[config.mk]
export PLATFORM = sky130hd
export DESIGN_NAME = seq_shifter
export DESIGN_NICKNAME = d
export VERILOG_FILES = /design/src/rtl/alu_shift_pkg.sv /design/src/rtl/seq_shifter_shift_step.sv /design/src/rtl/seq_shifter.sv
export SDC_FILE = /design/constraint.sdc
export NUM_CORES = 1
export LEC_CHECK = 0
export CAP_MARGIN = 20
export CORE_MARGIN = 4
export CORE_UTILIZATION = 45
export CTS_CLUSTER_DIAMETER = 60
export DETAILED_ROUTE_END_ITERATION = 8
export PLACE_DENSITY = 0.71
export RECOVER_POWER = 100
export SLEW_MARGIN = 10
export SYNTH_ARGS = -nofsm -noshare
export SYNTH_HDL_FRONTEND = slang
export SYNTH_SLANG_ARGS = --single-unit
[constraint.sdc]
create_clock -name clk -period 1.8 [get_ports clk]
set_clock_uncertainty 0.1 [all_clocks]
set_input_delay 0.36 -clock clk [delete_from_list [all_inputs] [get_ports clk]]
set_output_delay 0.36 -clock clk [all_outputs]
set_load 0.02 [all_outputs]
[src/rtl/alu_shift_pkg.sv]
// Shared definitions for the sequential shifter datapath.
//   sh_mode_e : shift/rotate mode encodings as carried on the 2-bit mode bus
//   state_e   : control FSM states of seq_shifter
package alu_shift_pkg;

  typedef enum logic [1:0] {
    SH_LSR    = 2'b00,  // logical right, zero fill
    SH_RFILL1 = 2'b01,  // right, ones fill
    SH_LSL    = 2'b10,  // logical left, zero fill
    SH_ROR    = 2'b11   // rotate right
  } sh_mode_e;

  typedef enum logic [1:0] {
    IDLE  = 2'b00,
    SHIFT = 2'b01,
    DONE  = 2'b10
  } state_e;

endpackage

[src/rtl/seq_shifter_shift_step.sv]
// shift_step: combinational single-position shift/rotate.
//   data  (in)  : current word
//   mode  (in)  : sh_mode_e encoding
//   next  (out) : word after one step
//   carry (out) : bit that left the word on this step
module shift_step
  import alu_shift_pkg::*;
#(
  parameter int unsigned ancho = 4
) (
  input  logic [ancho-1:0] data,
  input  logic [1:0]       mode,
  output logic [ancho-1:0] next,
  output logic             carry
);

  always_comb begin
    next  = data;
    carry = 1'b0;
    case (sh_mode_e'(mode))
      SH_LSR: begin
        carry = data[0];
        next  = {1'b0, data[ancho-1:1]};
      end
      SH_RFILL1: begin
        carry = data[0];
        next  = {1'b1, data[ancho-1:1]};
      end
      SH_LSL: begin
        carry = data[ancho-1];
        next  = {data[ancho-2:0], 1'b0};
      end
      SH_ROR: begin
        carry = data[0];
        next  = {data[0], data[ancho-1:1]};
      end
      default: begin
        next  = data;
        carry = 1'b0;
      end
    endcase
  end

endmodule

[src/rtl/seq_shifter.sv]
// seq_shifter: multi-cycle shifter/rotator, one bit position per clock.
//   clk, rst_n      : clock, synchronous active-low reset
//   start           : request, sampled only while idle
//   a, b, mode      : operand, unsigned shift amount, sh_mode_e mode
//   busy            : high whenever the FSM is not idle
//   done            : one-cycle pulse, aluresult/aluflags freshly valid
//   aluresult       : registered result, held until the next done
//   aluflags        : carry, last bit shifted/rotated out (0 when b=0)
module seq_shifter
  import alu_shift_pkg::*;
#(
  parameter int unsigned ancho = 4
) (
  input  logic             clk,
  input  logic             rst_n,
  input  logic             start,
  input  logic [ancho-1:0] a,
  input  logic [ancho-1:0] b,
  input  logic [1:0]       mode,
  output logic             busy,
  output logic             done,
  output logic [ancho-1:0] aluresult,
  output logic             aluflags
);

  state_e           state;
  logic [ancho-1:0] data;
  logic [ancho-1:0] cnt;
  sh_mode_e         mode_r;
  logic             carry;

  logic [ancho-1:0] step_data;
  logic             step_carry;

  shift_step #(.ancho(ancho)) u_step (
    .data  (data),
    .mode  (mode_r),
    .next  (step_data),
    .carry (step_carry)
  );

  // busy and done are registered alongside the state so that they track
  // state != IDLE and state == DONE without any input-to-output path.
  always_ff @(posedge clk) begin
    if (!rst_n) begin
      state     <= IDLE;
      data      <= '0;
      cnt       <= '0;
      mode_r    <= SH_LSR;
      carry     <= 1'b0;
      busy      <= 1'b0;
      done      <= 1'b0;
      aluresult <= '0;
      aluflags  <= 1'b0;
    end else begin
      case (state)
        IDLE: begin
          done <= 1'b0;
          if (start) begin
            data   <= a;
            cnt    <= b;
            mode_r <= sh_mode_e'(mode);
            carry  <= 1'b0;
            busy   <= 1'b1;
            state  <= SHIFT;
          end
        end
        SHIFT: begin
          if (cnt != '0) begin
            data  <= step_data;
            carry <= step_carry;
            cnt   <= cnt - ancho'(1);
          end else begin
            aluresult <= data;
            aluflags  <= carry;
            done      <= 1'b1;
            state     <= DONE;
          end
        end
        DONE: begin
          done  <= 1'b0;
          busy  <= 1'b0;
          state <= IDLE;
        end
        default: begin
          done  <= 1'b0;
          busy  <= 1'b0;
          state <= IDLE;
        end
      endcase
    end
  end

endmodule

## Yosys cells after proc, flatten, opt, wreduce, memory -nomap -nowiden

Index checks and enable logic that the tools add are counted.

- Bits in registers: 20
- Word-level logic and storage cells: 46
- Output and inout bits: 7

- Reduce and logical (&&, ||, !) cells: 11
- Equality and inequality tests: 7
- Add/sub/neg operators: 1
- Bitwise logic cells: 2
- Mux-type cells: 16

Operators with widths:

| kind | count |
|---|---|
| 4-bit two-way mux | 4 |
| 4-bit case mux with 2 select lines | 2 |
| 4-bit case mux with 4 select lines | 1 |
| 2-bit AND reduction | 5 |
| 2-bit inequality test, second input constant | 3 |
| 1-bit case mux with 2 select lines | 3 |
| 2-bit by 1-bit == test with 1-bit output, second input constant | 2 |
| 2-bit == test, second input constant | 2 |
| 2-bit logical NOT | 2 |
| 2-bit two-way mux | 2 |
| 2-bit case mux with 2 select lines | 1 |
| 4-bit nonzero test | 1 |
| 4-bit by 1-bit subtractor with 4-bit output, second input constant | 1 |
| 1-bit two-way mux | 3 |
| 3-bit AND reduction | 1 |
| 3-bit OR reduction | 1 |
| 1-bit NOT | 2 |
| 2-bit nonzero test | 1 |

## Logic depth before layout (Yosys ltp)

Gate-level depths: netlist of the first run.

- Depth after elaboration: 5
- Depth in mapped cells: 7
- Depth with buffers taken out: 6

## Cells and area by module

Synthesis of the first run repeated with hierarchy kept, for this count alone.

- Cell total of the unflattened synthesis: 109
- Area total of the unflattened synthesis: 942.2 µm²

By module, submodules not included:

| module | times used | area each (µm²) | cells each |
|---|---|---|---|
| seq_shifter | 1 | 860.8 | 101 |
| shift_step | 1 | 81.3 | 8 |

## Worst setup path before layout of the first run

Ideal clock, no wire load.

- Kind: register -> register
- From: reg cnt[0]
- To: reg cnt[3]
- Arrival time: 1384 ps
- Path slack: 198 ps
- Data required time: 1583 ps
- Period minus slack after synthesis: 1602 ps
- Cell stages (with the launch flop): 7
- Path through: dfxtp_1 inv_1 ha_1 and4bb_4 nor3_4 o21ai_1 a32o_1

- Longest elaborated chain between the ends: 3

Ends and longest elaborated chain:

| what | RTL line | text |
|---|---|---|
| start, declared | seq_shifter.sv:28 | `logic [ancho-1:0] cnt;` |
| start signal, assigned | seq_shifter.sv:72 | `cnt <= cnt - ancho'(1);` |
| 4-bit by 1-bit subtractor with 4-bit output or 4-bit nonzero test (tied branches) | seq_shifter.sv:72, seq_shifter.sv:69 |  |
| 4-bit two-way mux or 2-bit inequality test (tied branches) | n/a |  |
| 4-bit case mux with 2 select lines or 3-bit AND reduction (tied branches) | n/a |  |

Parallel ways exist; a longest one is shown, timed or not. The select of a mux whose other input is x is not followed.
A chain may end at the register's enable or synchronous reset.

## Worst setup path in the final report of the first run

- From: reg aluresult[1]
- To: out aluresult[1]

RTL lines:

| what | RTL line | text |
|---|---|---|
| start, declared | seq_shifter.sv:22 | `output logic [ancho-1:0] aluresult,` |
| start signal, assigned | seq_shifter.sv:74 | `aluresult <= data;` |

No word-level cell between the ends.

==> out/metrics.cfg, run 1 <==
[clocking]
cts.sinks = 20
numCtsBuffers = 3
clockBufferDepth = 2
htree_levels = 1
cts-root-buf = clkbuf_4
clkTransAtPathRegs_ns = 0.12
cts_setup_buffers = 0
cts_hold_buf = 0
clk_latency_ns = 0.31
cts_tree = yes

[layout]
final_nets = 140
drive_above_1_share = 0.160
syn_to_final_growth_pct = 30.6
diodes = 0
nFillCells = 164

[drt]
vias = 779
drtAntennaViolNets = 0
initialDrtViolationCount = 10
viasPerCell = 5.13
wl_per_cell_um = 12.7
drc = 0
routed_wl_mm = 1.94
first_pass_iters = 4

[sta]
finalSetupTns_ns = 0
finalCritPeriodShare = 0.958
min_period_ns = 1.72
setup_violations = 0
rsz0062_at_grt = no
maxSlewHeadroom = 0.564
worst_slew_pin_slew_ns = 0.653
fmax_mhz = 580
slew_viol_final = 0
setup_slack_ns = 0.0754
hold_violations = 0

[yosys]
synth_edf_count = 0
synth_cell_types = 37
yosysSeqAreaShare = 0.422
synth_area_um2 = 948
ys.flop_type = dfxtp_1
ys_ff_latch = 20
syn-instance-count = 101
synth-async-reset-ratio = 0
syn_nets = 115
yosysWarnings = 0
avgSynthCellArea_um2 = 9.39

[placement]
dp_hpwl_mm = 1.40
gp_congestion = 0.796
post-place-ws_ns = 0.0183
port_buffers = 19

[worst_setup_path]
worst-r2r-cell-count = 7
cp_max_fo = 2
worstSetupEndpointType = primary output
start_kind = register
worst_path_dominant_cell_family = buffers and inverters
arrival_ns = 1.26
critical_path_class = reg -> out
slowest_stage = clkdlybuf4s50_1
required_ns = 1.34
slowest_delay_ns = 0.60
r2r_end = data[2]
crit_chain = clkdlybuf4s50_1
worst-path-buf-inv = 1
ff2ff_setup_slack_ns = 0.10
timing.rr.start = cnt[0]

[global_routing]
grt_pass1_wl_mm = 3.28
grt.overflow.total = 0
gr-usage-all-layers = 0.159
grt_pass1_vias = 734
antenna_found_initial = 0
grt_max_degree = 14

[power]
intPower_w = 0.000914
p_leak_nw = 0.493
p_sw_frac = 0.293
power_frac_seq = 0.425
pwr-share-clk = 0.289
combPwrFrac = 0.286
peakVddDrop_mv = 1.14
switching_power_w = 0.000378
p_per_area_mw_per_mm2 = 1040

[run]
cap_violations = 0

[die]
rows = 16
chipWidth_um = 53.9
core_mm2 = 0.00198
initial_core_util = 0.479
die_y_um = 53.9
fp.dieArea_mm2 = 0.00291
top_level_ports = 20

[worst_hold_path]
hold_end = done
hold_path.startpoint = done
holdPathStages = 2
hold_class = reg -> reg

[run_status]
status = finished, final reports clean

-- per-stage QoR --
| stage | area [um2] | total power, W | util | cells | hold slack [ns] |
|---|---|---|---|---|---|
| 2_1_floorplan | 948 | 0.000814 | - | 101 | 0.335 |
| 3_3_place_gp | 1200 | 0.000926 | 0.604 | 148 | 0.343 |
| 3_5_place_dp | 1200 | 0.000932 | 0.604 | 148 | 0.358 |
| 4_1_cts | 1250 | 0.00130 | 0.631 | 152 | 0.375 |
| 5_1_grt | 1240 | 0.00137 | 0.625 | 152 | 0.398 |
| 6_report | 1240 | 0.00129 | 0.625 | 152 | 0.367 |
-- registers in the layout (all words and copies together), names as in the netlist --
signal,flops
carry,1
data,4
cnt,4
mode_r,2
aluflags,1
aluresult,4
busy,1
state,2
done,1
-- synthesized netlist by cell type, types with 2 or more instances --
library cell  number  area [um2]
a21oi_1            6        30.0
dfxtp_1           20         400
mux2_2             3        33.8
inv_1              5        18.8
nand2b_1           4        25.0
nor2_1            12        45.0
o21ai_0            2        10.0
buf_2              2        10.0
o22ai_1            2        12.5
o211ai_1           2        15.0
nor3_1             2        10.0
nand2_1            9        33.8
mux2i_1            7        70.1
nor2b_1            2        12.5
-- cell usage in the layout (no fill, tap or decap), drive strengths merged, types with 2 or more instances in the layout --
master	Yosys	routed
a21oi	7	7
a31oi	2	2
buf	5	5
clkbuf	0	5
clkdlybuf4s50	0	17
dfxtp	20	20
inv	5	5
mux2	3	3
mux2i	7	7
nand2	9	9
nand2b	4	4
nor2	12	12
nor2b	2	2
nor3	3	3
o211ai	3	3
o21ai	4	4
o22ai	2	2
-- power groups by stage --
stage                     sequential, W  clock (W)  combinational [W]
after global placement         0.000556          0           0.000369
after detailed placement       0.000557          0           0.000375
after CTS                      0.000548   0.000374           0.000378
after floorplan                0.000557          0           0.000257
final                          0.000549   0.000374           0.000369
after global routing           0.000560   0.000400           0.000407
-- tightest hold or removal path: stages (launching register included) --
cell and delay (ns):
dfxtp_1 0.33, nand2_1 0.05, a21oi_1 0.05
-- cell families after synthesis --
kind of cell / Yosys count / share of synthesized area
multiplexers: 10 / 0.109
AND/OR/NAND/NOR: 36 / 0.206
adder cells (fa/ha/maj): 1 / 0.0132
AO/OA/AOI/OAI: 24 / 0.195
flip-flops: 20 / 0.422
buffers and inverters: 10 / 0.0541
-- area by class of cell --
cell class / count / area [um2] / share of cell area
sequential: 20 / 403 / 0.325
clock buffer: 3 / 22.5 / 0.0182
timing repair buffer: 25 / 238 / 0.192
tap: 27 / 33.8 / 0.0273
multi-input combinational: 71 / 493 / 0.398
inverter: 5 / 18.8 / 0.0152
clock inverter: 1 / 30.0 / 0.0242
-- worst max-delay path by stage --
stage                       startpoint            to  slack, ns  depth (start not counted)
after floorplan                 cnt[0]        cnt[3]       0.20                          6
after global placement           start        cnt[3]       0.07                          5
after detailed placement         start       data[2]       0.02                          6
after CTS                       cnt[0]       data[2]      0.009                          7
after global routing            cnt[0]       data[2]      0.006                          7
final                     aluresult[1]  aluresult[1]       0.08                          1
-- routing by layer --
metal  vias to the layer above  share of wire  global-route usage
met5                         -              0                   0
met4                         0          0.010              0.0511
met3                         2          0.045              0.0582
met2                        17           0.45               0.246
met1                       352           0.49               0.203
li1                        408              -                   -
-- what timing repair did --
| action | 4_1_cts | 5_1_grt |
|---|---|---|
| hold endpoints to repair | 0 | 0 |
| setup endpoints to repair | 0 | 6 |
| gates resized for setup | 0 | 3 |
No activity file was read; power rests on OpenSTA's default activity.
==> run 2, diff against run 1 <==
PLACE_DENSITY = 0.7   (was 0.71)
==> out/metrics.cfg, run 2 (same netlist as run 1, synthesis figures left out) <==
[global_routing]
gr-usage-all-layers = 0.162
grt.overflow.total = 0
antenna_found_initial = 0
grt_pass1_wl_mm = 3.35
grt_pass1_vias = 781
grt_max_degree = 14

[drt]
first_pass_iters = 4
wl_per_cell_um = 12.9
initialDrtViolationCount = 12
routed_wl_mm = 1.98
viasPerCell = 5.20
vias = 796
drc = 0
drtAntennaViolNets = 0

[sta]
finalCritPeriodShare = 0.956
setup_violations = 0
slew_viol_final = 0
hold_violations = 0
rsz0062_at_grt = no
fmax_mhz = 581
worst_slew_pin_slew_ns = 0.615
min_period_ns = 1.72
maxSlewHeadroom = 0.590
finalSetupTns_ns = 0

[clocking]
clockBufferDepth = 2
htree_levels = 1
cts_hold_buf = 0
cts.sinks = 20
cts_tree = yes
cts-root-buf = clkbuf_4
numCtsBuffers = 3
clkTransAtPathRegs_ns = 0.12
clk_latency_ns = 0.30

[layout]
nFillCells = 171
diodes = 0
register_area_um2 = 403
final_cells = 153
syn_to_final_growth_pct = 32.3
reg_top3 = aluresult x4, cnt x4, data x4
fin_util = 0.633
drive_above_1_share = 0.183
final_nets = 141
layout_common_cells = dfxtp_1, clkdlybuf4s50_1, nor2_1, nand2_1, mux2i_1
multiInputGateArea_um2 = 499

[die]
rows = 16
initial_core_util = 0.479
core_mm2 = 0.00198
chipWidth_um = 53.9
top_level_ports = 20
die_y_um = 53.9
fp.dieArea_mm2 = 0.00291

[worst_setup_path]
timing.critical_path.depth = 1
arrival_ns = 1.26
timing.rr.start = cnt[0]
worst_path_dominant_cell_family = buffers and inverters
slowest_delay_ns = 0.61
r2r_end = data[0]
worst-r2r-cell-count = 8
crit_chain = clkdlybuf4s50_1
worstSetupEndpointType = primary output
start_kind = register
worst-path-buf-inv = 1
ff2ff_setup_slack_ns = 0.14
critical_path_class = reg -> out
slowest_stage = clkdlybuf4s50_1
required_ns = 1.34
cp_max_fo = 2

[power]
intPower_w = 0.000836
power_frac_seq = 0.452
p_leak_nw = 0.499
p_per_area_mw_per_mm2 = 969
peakVddDrop_mv = 0.577
pwr-share-clk = 0.217
combPwrFrac = 0.331
p_sw_frac = 0.312
switching_power_w = 0.000380

[placement]
port_buffers = 19
gp_congestion = 0.845
dp_hpwl_mm = 1.48
placedCellCount = 148

[worst_hold_path]
hold_path.startpoint = done
holdPathStages = 2
hold_end = done
hold_class = reg -> reg

[run]
cap_violations = 0

[run_status]
status = finished, final reports clean

[run 2: layout make-up]
type	instances	area share
clock buffers	4	0.0289
inverters	5	0.0150
repair buffers	26	0.210
well taps	27	0.0269
multi-input cells	71	0.398
flip-flops and latches	20	0.321
[run 2: timing repair]
action                                  in CTS  in global routing
endpoints found under the hold margin        0                  0
resized for setup                            0                  3
endpoints found under the setup margin       0                  5
setup buffers                                0                  1
[run 2: layer usage]
metal / vias to the layer above / global-route usage / share of wire
li1: 410 / - / -
met1: 364 / 0.205 / 0.48
met2: 18 / 0.262 / 0.46
met3: 4 / 0.0249 / 0.037
met4: 0 / 0.0894 / 0.017
met5: - / 0 / 0
[run 2: tightest hold or removal path, stage by stage, from the launching register on]
cell and delay, ns:
dfxtp_1 0.33, nand2_1 0.05, a21oi_1 0.05
[run 2: worst max path at each step]
stage | slack [ns] | endpoint | start
after floorplan | 0.20 | cnt[3] | cnt[0]
after global placement | 0.08 | data[1] | start
after detailed placement | 0.02 | data[1] | start
after CTS | 0.05 | data[1] | cnt[0]
after global routing | 0.02 | aluflags | aluflags
final | 0.08 | aluresult[2] | aluresult[2]
[run 2: power by group through the flow]
stage | clock network (W) | logic, W | registers [W]
after floorplan | 0 | 0.000257 | 0.000557
after global routing | 0.000289 | 0.000447 | 0.000560
after global placement | 0 | 0.000372 | 0.000556
after CTS | 0.000271 | 0.000382 | 0.000548
after detailed placement | 0 | 0.000380 | 0.000559
final | 0.000264 | 0.000402 | 0.000550
[run 2: metrics by stage]
stage | power [W] | area [um2] | hold WS (ns) | worst slack [ns]
floorplan | 0.000814 | 948 | 0.335 | 0.198
global placement | 0.000928 | 1200 | 0.341 | 0.0803
detailed placement | 0.000939 | 1200 | 0.350 | 0.0241
CTS | 0.00120 | 1230 | 0.367 | 0.0489
global route | 0.00130 | 1250 | 0.419 | 0.0202
finish | 0.00122 | 1250 | 0.361 | 0.0800
